## config.mk

```make
export PLATFORM = sky130hd
export DESIGN_NAME = i2c_arbiter
export DESIGN_NICKNAME = d
export VERILOG_FILES = /design/src/rtl/i2c_arbiter_pkg.sv /design/src/rtl/i2c_arbiter_rr_pick.sv /design/src/rtl/i2c_arbiter.sv
export SDC_FILE = /design/constraint.sdc
export NUM_CORES = 1
export LEC_CHECK = 0
export ABC_AREA = 1
export BUFFER_PORTS_ARGS = -buffer_cell sky130_fd_sc_hd__buf_4
export CORE_MARGIN = 8
export CORE_UTILIZATION = 35
export DETAILED_ROUTE_END_ITERATION = 10
export PLACE_DENSITY_LB_ADDON = 0.2
export SYNTH_ARGS = -nofsm -noshare
export SYNTH_HDL_FRONTEND = slang
export SYNTH_SLANG_ARGS = --single-unit
```

## constraint.sdc

```tcl
create_clock -name clk -period 5.5 [get_ports clk]
set_clock_uncertainty 0.15 [all_clocks]
set_input_delay 0 -clock clk [delete_from_list [all_inputs] [get_ports clk]]
set_output_delay 0 -clock clk [all_outputs]
set_load 0.01 [all_outputs]
```

## src/rtl/i2c_arbiter_pkg.sv

```systemverilog
// Shared definitions for the i2c_arbiter block.
// FSM state encodings, requester limits and index width.
package i2c_arbiter_pkg;

    typedef enum logic [1:0] {
        ARB_IDLE = 2'd0,
        ARB_WAIT = 2'd1,
        ARB_DONE = 2'd2
    } arb_state_t;

    localparam int ARB_MAX_REQ = 8;
    localparam int ARB_IDX_W   = 3;

endpackage

```

## src/rtl/i2c_arbiter_rr_pick.sv

```systemverilog
// Combinational round-robin picker for i2c_arbiter.
// Search starts one past the last winner and wraps modulo NUM_REQ.
module rr_pick
    import i2c_arbiter_pkg::*;
#(
    parameter int NUM_REQ = 3
) (
    input  logic [NUM_REQ-1:0]   req,
    input  logic [ARB_IDX_W-1:0] last,
    output logic [NUM_REQ-1:0]   win_oh,
    output logic [ARB_IDX_W-1:0] win_idx,
    output logic                 any
);

    localparam int IW = (NUM_REQ > 1) ? $clog2(NUM_REQ) : 1;

    int idx;

    always_comb begin
        win_oh  = '0;
        win_idx = '0;
        any     = 1'b0;
        idx     = 0;
        for (int k = 1; k <= NUM_REQ; k++) begin
            idx = (int'(last) + k) % NUM_REQ;
            if (!any && req[IW'(idx)]) begin
                any             = 1'b1;
                win_oh[IW'(idx)] = 1'b1;
                win_idx         = ARB_IDX_W'(idx);
            end
        end
    end

endmodule

```

## src/rtl/i2c_arbiter.sv

```systemverilog
// Round-robin arbiter sharing one i2c_master write channel.
// Optional watchdog on the master handshake: I2C_ARB_TIMEOUT_EN.
module i2c_arbiter
    import i2c_arbiter_pkg::*;
#(
    parameter int          NUM_REQ        = 3,
    parameter logic [23:0] TIMEOUT_CYCLES = 24'd1_000_000
) (
    input  logic                   clk,
    input  logic                   reset,
    input  logic [NUM_REQ-1:0]     req,
    input  logic [8*NUM_REQ-1:0]   req_addr,
    input  logic [8*NUM_REQ-1:0]   req_data,
    output logic [NUM_REQ-1:0]     gnt,
    output logic [NUM_REQ-1:0]     req_done,
    output logic [NUM_REQ-1:0]     req_err,
    output logic [7:0]             m_reg_addr,
    output logic [7:0]             m_data_in,
    output logic                   m_write_en,
    input  logic                   m_done,
    output logic                   busy
);

    if (NUM_REQ < 2 || NUM_REQ > ARB_MAX_REQ || TIMEOUT_CYCLES < 24'd2)
    begin : g_bad_cfg
        $error("i2c_arbiter: illegal parameter values");
    end

    arb_state_t state_q, state_d;
    logic [ARB_IDX_W-1:0] last_q;

    logic [NUM_REQ-1:0]   win_oh;
    logic [ARB_IDX_W-1:0] win_idx;
    logic                 any;

    logic [NUM_REQ-1:0] gnt_d, done_d, err_d;
    logic [7:0]         addr_d, data_d;
    logic               we_d, busy_d;
    logic               tmo;

    rr_pick #(
        .NUM_REQ (NUM_REQ)
    ) u_pick (
        .req     (req),
        .last    (last_q),
        .win_oh  (win_oh),
        .win_idx (win_idx),
        .any     (any)
    );

`ifdef I2C_ARB_TIMEOUT_EN
    localparam int CNT_W = $clog2(TIMEOUT_CYCLES);

    logic [CNT_W-1:0] cnt_q;

    // Held at zero outside WAIT, so it starts from zero on every entry.
    always_ff @(posedge clk) begin
        if (!reset) begin
            cnt_q <= '0;
        end else if (state_q != ARB_WAIT) begin
            cnt_q <= '0;
        end else begin
            cnt_q <= cnt_q + 1'b1;
        end
    end

    assign tmo = (cnt_q == CNT_W'(TIMEOUT_CYCLES - 24'd1));
`else
    assign tmo = 1'b0;
`endif

    always_ff @(posedge clk) begin
        if (!reset) begin
            state_q    <= ARB_IDLE;
            last_q     <= ARB_IDX_W'(NUM_REQ - 1);
            gnt        <= '0;
            req_done   <= '0;
            req_err    <= '0;
            m_reg_addr <= 8'h00;
            m_data_in  <= 8'h00;
            m_write_en <= 1'b0;
            busy       <= 1'b0;
        end else begin
            state_q    <= state_d;
            gnt        <= gnt_d;
            req_done   <= done_d;
            req_err    <= err_d;
            m_reg_addr <= addr_d;
            m_data_in  <= data_d;
            m_write_en <= we_d;
            busy       <= busy_d;
            if (state_q == ARB_IDLE && any) begin
                last_q <= win_idx;
            end
        end
    end

    always_comb begin
        state_d = state_q;
        unique case (state_q)
            ARB_IDLE: if (any)           state_d = ARB_WAIT;
            ARB_WAIT: if (m_done || tmo) state_d = ARB_DONE;
            ARB_DONE:                    state_d = ARB_IDLE;
            default:                     state_d = ARB_IDLE;
        endcase
    end

    // Outputs are computed one cycle ahead and registered.
    always_comb begin
        gnt_d  = '0;
        done_d = '0;
        err_d  = '0;
        we_d   = 1'b0;
        busy_d = 1'b0;
        addr_d = m_reg_addr;
        data_d = m_data_in;
        unique case (state_q)
            ARB_IDLE: begin
                if (any) begin
                    gnt_d  = win_oh;
                    we_d   = 1'b1;
                    busy_d = 1'b1;
                    addr_d = 8'h00;
                    data_d = 8'h00;
                    for (int i = 0; i < NUM_REQ; i++) begin
                        if (win_oh[i]) begin
                            addr_d = addr_d | req_addr[8*i +: 8];
                            data_d = data_d | req_data[8*i +: 8];
                        end
                    end
                end
            end
            ARB_WAIT: begin
                busy_d = 1'b1;
                if (m_done || tmo) begin
                    done_d = gnt;
                    err_d  = (tmo && !m_done) ? gnt : '0;
                end else begin
                    gnt_d = gnt;
                end
            end
            default: begin
                gnt_d = '0;
            end
        endcase
    end

endmodule

```

Word-level counts from Yosys, hierarchy flattened
Index checks and enable logic that the tools add are counted.

storage, ports and cells
  register bits after elaboration = 29
  input bits = 54
  word-level logic and storage cells = 88

operators by class
  $lt $le $gt $ge = 6
  equal/unequal tests = 3
  muxes and demuxes = 46
  reduce and logical (&&, ||, !) cells = 13
  div/mod/pow operators = 3
  bitwise logic cells = 6
  add/sub/neg operators = 3

operator list
  kind                     number
  $mux W8                  14
  $mod A32 B3 Y32 const B  3
  $or A8 B8 Y8             4
  $mux W3                  8
  $mux W1                  13
  $lt A2 B4 Y1 const B     3
  $add A3 B2 Y4 const B    2
  $bmux W1 S2              3
  $demux W1 S2             3
  $ge A2 B1 Y1 const B     3
  $logic_and A1 B1 Y1      6
  $or A3 B3 Y3             2
  $pmux W3 S2              1
  $reduce_and A2 Y1        3
  $add A3 B1 Y4 const B    1
  $mux W2                  2
  $ne A2 B2 Y1 const B     2
  $pmux W2 S2              1
  $reduce_and A3 Y1        1
  $eq A2 B1 Y1 const B     1
  $logic_not A1 Y1         2
  $logic_not A2 Y1         1
  $pmux W1 S2              1

Depth between registers and ports, before layout
Gate-level depths: netlist of run 1.

  word-level depth = 21
  gate-level depth with buffers = 30
  gate-level depth less buffers = 28

Cells and area by module
From an unflattened synthesis of run 1, not the netlist that was laid out.

second synthesis, totals
  cell total of the unflattened synthesis = 455
  area total of the unflattened synthesis = 2812.7 um2

modules (own cells, without submodules)
  module       cells each  times used  area an instance (um2)
  i2c_arbiter  234         1           1443.9
  rr_pick      221         1           1368.8

Worst setup path after synthesis of run 1
No wires, ideal clock.

  kind = reg2reg
  start = reg last_q[0]
  end = reg m_reg_addr[0]
  required time = 5.241 ns
  setup time = 0.109 ns
  arrival = 3.136 ns
  stages on the path, launching flop included = 29
  path slack = 2.105 ns
  cell sequence = dfxtp_1 buf_4 inv_1 ha_1 inv_1 nand2_1 nand2_2 ha_1 nand3_1 nand2_2 nand3_1 nand2_1 nand2_2 ha_1 inv_1 nand2_1 inv_1 nand2_2 nand2_1 nand2_1 nand2_1 nand3_2 nand3_2 nand2_4 inv_2 buf_4 nand3_1 nand2_1 inv_1

between the ends
  word-level cells in the longest chain between the ends = 21

ends and longest elaborated chain
  element                                                                   RTL line           RTL
  from (decl)                                                               i2c_arbiter.sv:30  logic [ARB_IDX_W-1:0] last_q;
  from (signal assigned)                                                    i2c_arbiter.sv:75  last_q <= ARB_IDX_W'(NUM_REQ - 1);
  from (signal assigned)                                                    i2c_arbiter.sv:93  last_q <= win_idx;
  parallel branches: the longest is 21 deep, another holds $mod A32 B3 Y32  -
  to (signal assigned)                                                      i2c_arbiter.sv:88  m_reg_addr <= addr_d;
  to (decl)                                                                 i2c_arbiter.sv:17  output logic [7:0] m_reg_addr,

Several ways; the timed one is not identified. The select of a mux whose other input is x is not followed.
A chain may end at the register's enable or synchronous reset.

Worst setup path after layout of run 1
  start = reg last_q[0]
  end = reg m_data_in[6]

between the ends
  word-level cells in the longest chain between the ends = 21

ends and longest elaborated chain
  element                                                                   RTL line           RTL
  parallel branches: the longest is 21 deep, another holds $mod A32 B3 Y32  -
  to (signal assigned)                                                      i2c_arbiter.sv:89  m_data_in <= data_d;
  to (decl)                                                                 i2c_arbiter.sv:18  output logic [7:0] m_data_in,

Several ways; the timed one is not identified. The select of a mux whose other input is x is not followed.

==> metrics, run 1 <==
DRC Markers 0; Final #Nets 549; compound-gate portion of the synthesized area 5.30%; post-synthesis sequential area ratio 24.1%; Worst-Skew Late Latency 0.28 ns; number of distinct library cells after synthesis 29; number of synthesized flops with an enable pin 0; xor/xnor share of the synthesized area 1.09%; Post-DRT Antenna Nets 0; first-pass GRT wire length 11.6 mm; CP Class reg -> reg; DR WL/cell 11.6 um; status finished clean; most frequent CP cell nand2_1; DIE HEIGHT 98.9 um; mux share of post-synthesis cell area 0%; Final Hold Viols 0; worst r2r src last_q[0]$_SDFFE_PN0P_; Main synth FF type dfxtp_1; largest net degree at the start of global routing 21; Post-CTS Setup Bufs 0; min cycle time layout 4.49 ns; post-synthesis cell count 382; crit start category flop; ANT cells 0; CP endpoint kind flop; Placed Instance Area 2900 um^2; Design Area, Final 3330 um^2; chip width 98.9 um; worst hold slack 0.145 ns; crit path max-delay cell type dlygate4sd3_1; # clock sinks 29; core area 6720 um^2; most frequent cells in the layout nand2_1, buf_4, inv_1, nand3_1, dlygate4sd3_1; Reg clk slew, reported paths 0.06 ns; maxcap violations 0; most common cell after layout, fill and taps aside nand2_1; top cell type's share of synthesized area 24.1%; grt total ovfl 0; post-layout util 49.5%; simple-gate share of the synthesized area 48.0%; Final Setup Violations 0; worst path arrival time 4.53 ns; setup TNS 0 ns; cts repair resizes 0; TritonCTS clock tree built; final wirelength 6.45 mm; Cell Rows 30; Post-synth ARST share 0%; Root Driver clkbuf_8; DR pass1 iterations 4; TritonCTS Buffers 5; Synth Area in Adders 9.36%; layout cells sized above 1 24.3%; CTS max path bufs 2; crit path from last_q[0]$_SDFFE_PN0P_; synth top area cells dfxtp_1, nand2_1, ha_1; Synth area leader dfxtp_1; worst reg-to-reg setup slack 1.01 ns; initial drt markers 88; CP required 5.53 ns; initial antenna violation count 0; Global Route Usage Sum 14.1%; Peak Freq 223 MHz; largest family of logic cells by synthesized area simple AND/OR/NAND/NOR gates; slowest stage delay, CP 0.58 ns; vias in the first global route 2,576; yosys warns 0; Hold Crit Start req[2]; Initial Utilization 35.8%; worst hold path class in -> reg; unrepaired setup endpoints after global routing no; Post-CTS Hold Buffers 34; final slew viol count 0; vias per std cell 4.52; synthesized area 2410 um^2; # port buffers 61; synthesis-to-finish area growth 38.3%; Period Utilization, post-route 81.7%; post-synthesis register bit count 29; Avg Cell Area, Syn 6.30 um^2; IO Count 81; CP max FO 17; DPL Wire Length 4.95 mm; number of H-tree levels 2; RD Place Congestion 0.827; die area 9790 um^2; DR vias 2,518
-- critical path, delay by kind of cell (launching register included) --
| kind | cells | cell delay, ns |
|---|---|---|
| adder cells (fa/ha/maj) | 3 | 0.74 |
| AND/OR/NAND/NOR | 17 | 1.55 |
| buffers and inverters | 8 | 1.56 |
| flip-flops | 1 | 0.38 |
-- cells in the mapped netlist, types with 6 or more instances --
cell	n
nand2_4	7
ha_1	18
o21ai_0	7
nand2_2	18
nand2_1	142
nor2_1	15
inv_2	6
dfxtp_1	29
inv_1	48
nand3_1	44
-- worst paths after layout --
check	end	cells after the start
max	m_data_in[6]$_SDFFE_PN0P_	28
min	last_q[1]$_SDFFE_PN1P_	5
max reg2reg	m_data_in[6]$_SDFFE_PN0P_	28
min reg2reg	req_done[0]$_SDFF_PN0_	2
-- through the flow --
| stage | worst slack, ns | std cells |
|---|---|---|
| 2_1_floorplan | 2.11 | 384 |
| 3_3_place_gp | 1.63 | 516 |
| 3_5_place_dp | 1.55 | 516 |
| 4_1_cts | 1.01 | 557 |
| 5_1_grt | 0.524 | 557 |
| 6_report | 1.01 | 557 |
-- area by class of cell --
cell class	count	area, um^2
Inverter	55	209
Fill cell	685	3390
Timing Repair Buffer	96	806
Sequential cell	29	581
Tap cell	80	100
Multi-Input combinational cell	290	1550
Clock buffer	7	86.3
-- cell families after synthesis --
family	after synthesis
buf+inv	65
other cells	1
simple gates	245
fa+ha+maj	18
compound gates	21
xor+xnor	3
flops	29
-- state kept, by name, indices dropped and copies added, names as in the netlist --
| name | count |
|---|---|
| m_write_en | 1 |
| m_data_in | 8 |
| busy | 1 |
| gnt | 3 |
| req_done | 3 |
| state_q | 2 |
| m_reg_addr | 8 |
| last_q | 3 |
-- metal layers --
metal / global-route usage, % / vias to the layer above / share of wire [%]
met4: 3.54 / 0 / 0.99
met1: 17.3 / 1097 / 46
met2: 22.8 / 50 / 45
met5: 0 / - / 0
met3: 5.21 / 8 / 7.7
li1: - / 1363 / -
Power of run 1 is left out: the tool's default activity adds up to more than one toggle a clock period on the data nets, which glitch-free logic cannot reach.
==> run 2, diff against run 1 <==
==> constraint.sdc (replaced) <==
create_clock -name clk -period 4.03 [get_ports clk]
set_clock_uncertainty 0.15 [all_clocks]
set_input_delay 0 -clock clk [delete_from_list [all_inputs] [get_ports clk]]
set_output_delay 0 -clock clk [all_outputs]
set_load 0.01 [all_outputs]
==> run 2 against run 1 <==
Critical path depth down 3. Flip-flop and latch count is the same. Die area stayed put. Utilization increased by 0.35 points. Highest routed layer unchanged. Cell area increased by 0.71%. Non-clock buffer count grew 2. Via count increased by 3.1%.
==> metrics, run 2 (synthesis results as in run 1) <==
slowest stage delay, CP 0.41 ns (was 0.58 ns); Global Route Usage Sum 14.3% (was 14.1%); Layout fillers 686 (was 685); Highest Signal Layer met4 (unchanged); Post-DRT Antenna Nets 0 (unchanged); RR Endpoint m_data_in[1]$_SDFFE_PN0P_ (was m_data_in[6]$_SDFFE_PN0P_); DR WL/cell 12.0 um (was 11.6 um); Design Area, Final 3350 um^2 (was 3330 um^2); crit start category flop (unchanged); layout cells sized above 1 25.5% (was 24.3%); status finished clean (unchanged); # port buffers 61 (unchanged); DIE HEIGHT 98.9 um (unchanged); # clock sinks 29 (unchanged); largest net degree at the start of global routing 21 (unchanged); Initial Utilization 35.8% (unchanged); crit path max-delay cell type dfxtp_1 (was dlygate4sd3_1); ANT cells 0 (unchanged); IO Count 81 (unchanged); Post-Place Setup Slack 0.246 ns (was 1.55 ns); initial drt markers 73 (was 88); CP max FO 17 (unchanged); Reg2Reg Depth 25 (was 28); TritonCTS Buffers 5 (unchanged); CP required 4.05 ns (was 5.53 ns); Placed Instance Area 2920 um^2 (was 2900 um^2); length of routed wiring on met1 3.02 mm (was 2.96 mm); DRC Markers 0 (unchanged); final slew viol count 0 (unchanged); DPL Wire Length 4.87 mm (was 4.95 mm); Root Driver clkbuf_8 (unchanged); Final #Nets 551 (was 549); first-pass GRT wire length 11.8 mm (was 11.6 mm); CTS max path bufs 2 (unchanged); vias per std cell 4.64 (was 4.52); maxcap violations 0 (unchanged); Regs by FF count m_data_in (8), m_reg_addr (8) (unchanged); worst reg-to-reg setup slack 0.48 ns (was 1.01 ns); Multi-input gate area 1550 um^2 (about the same); CP Class reg -> reg (unchanged); Worst Hold Path Cells 5 (unchanged); grt total ovfl 0 (unchanged); worst path arrival time 3.57 ns (was 4.53 ns); min cycle time layout 3.55 ns (was 4.49 ns); worst r2r src last_q[0]$_SDFFE_PN0P_ (unchanged); final wirelength 6.69 mm (was 6.45 mm); vias in the first global route 2,644 (was 2,576); PnR worst setup slack 0.485 ns (was 1.01 ns); Worst Hold End last_q[1]$_SDFFE_PN1P_ (unchanged); DR pass1 iterations 4 (unchanged); Final Setup Violations 0 (unchanged); die area 9790 um^2 (unchanged); Post-CTS Setup Bufs 0 (unchanged); unrepaired setup endpoints after global routing no (unchanged); setup TNS 0 ns (unchanged); most common cell after layout, fill and taps aside nand2_1 (unchanged); Worst-Skew Late Latency 0.27 ns (was 0.28 ns); TritonCTS clock tree built (unchanged); Final Hold Viols 0 (unchanged); Period Utilization, post-route 88.0% (was 81.7%); initial antenna violation count 0 (unchanged); most frequent CP cell nand2_1 (unchanged); Hold Crit Start req[2] (unchanged); Cell Rows 30 (unchanged); chip width 98.9 um (unchanged); FF+latch area 584 um^2 (was 581 um^2); DR vias 2,595 (was 2,518); worst hold slack 0.152 ns (was 0.145 ns); RD Place Congestion 0.846 (was 0.827); synthesis-to-finish area growth 39.2% (was 38.3%); CP endpoint kind flop (unchanged); met3 WL 388 um (was 495 um); Reg clk slew, reported paths 0.06 ns (about the same); Peak Freq 282 MHz (was 223 MHz); most frequent cells in the layout nand2_1, buf_4, inv_1, nand3_1, dlygate4sd3_1 (unchanged); WL met2 3.20 mm (was 2.93 mm); number of H-tree levels 2 (unchanged); worst hold path class in -> reg (unchanged); core area 6720 um^2 (unchanged)
run 2: changes by cell type in the layout (fill, tap and decap cells not counted):
cell     change
buf_4        +2
dfxtp_1      -1
dfxtp_4      +1
ha_1         -1
ha_2         +1
inv_1        -2
inv_2        +1
inv_4        +1
run 2: layout make-up:
type	instances	area share (%)
well taps	80	2.99
clock buffers	7	2.58
inverters	55	6.31
repair buffers	98	24.5
flip-flops and latches	29	17.4
multi-input cells	290	46.2
run 2: worst max-delay path by stage:
stage	startpoint	endpoint	slack (ns)	depth (start not counted)
after floorplan	last_q[0]$_SDFFE_PN0P_	m_reg_addr[0]$_SDFFE_PN0P_	0.64	28
after global placement	last_q[1]$_SDFFE_PN1P_	m_reg_addr[0]$_SDFFE_PN0P_	0.29	23
after detailed placement	last_q[1]$_SDFFE_PN1P_	m_reg_addr[4]$_SDFFE_PN0P_	0.25	23
after CTS	last_q[1]$_SDFFE_PN1P_	m_reg_addr[0]$_SDFFE_PN0P_	0.24	23
after global routing	last_q[0]$_SDFFE_PN0P_	m_reg_addr[5]$_SDFFE_PN0P_	0.008	25
final	last_q[0]$_SDFFE_PN0P_	m_data_in[1]$_SDFFE_PN0P_	0.48	25
run 2: worst max-delay path, delay by kind of cell, from the launching register on:
family | cells | cell delay [ns]
and+or+nand+nor | 17 | 1.58
AOI/OAI and AO/OA | 1 | 0.15
DFF | 1 | 0.41
adders and majority gates | 3 | 0.79
buffers and inverters | 4 | 0.36
run 2: per-layer routing:
layer  global-route usage, %  vias to the layer above
li1                        -                     1368
met3                    5.00                        6
met2                    24.9                       47
met4                    3.42                        0
met5                       0                        -
met1                    16.2                     1174
run 2: what timing repair did:
action                                  4_1_cts  5_1_grt
endpoints found under the setup margin        0       21
hold buffers                                 34        0
hold endpoints to repair                     26        0
gates resized for setup                       0        7
run 2: metrics by stage:
stage	util [%]	cells
CTS	49.8	559
finish	49.9	559
detailed placement	43.4	518
global placement	43.4	518
floorplan	-	384
global route	49.9	559
Power of run 2 is left out for the same reason.
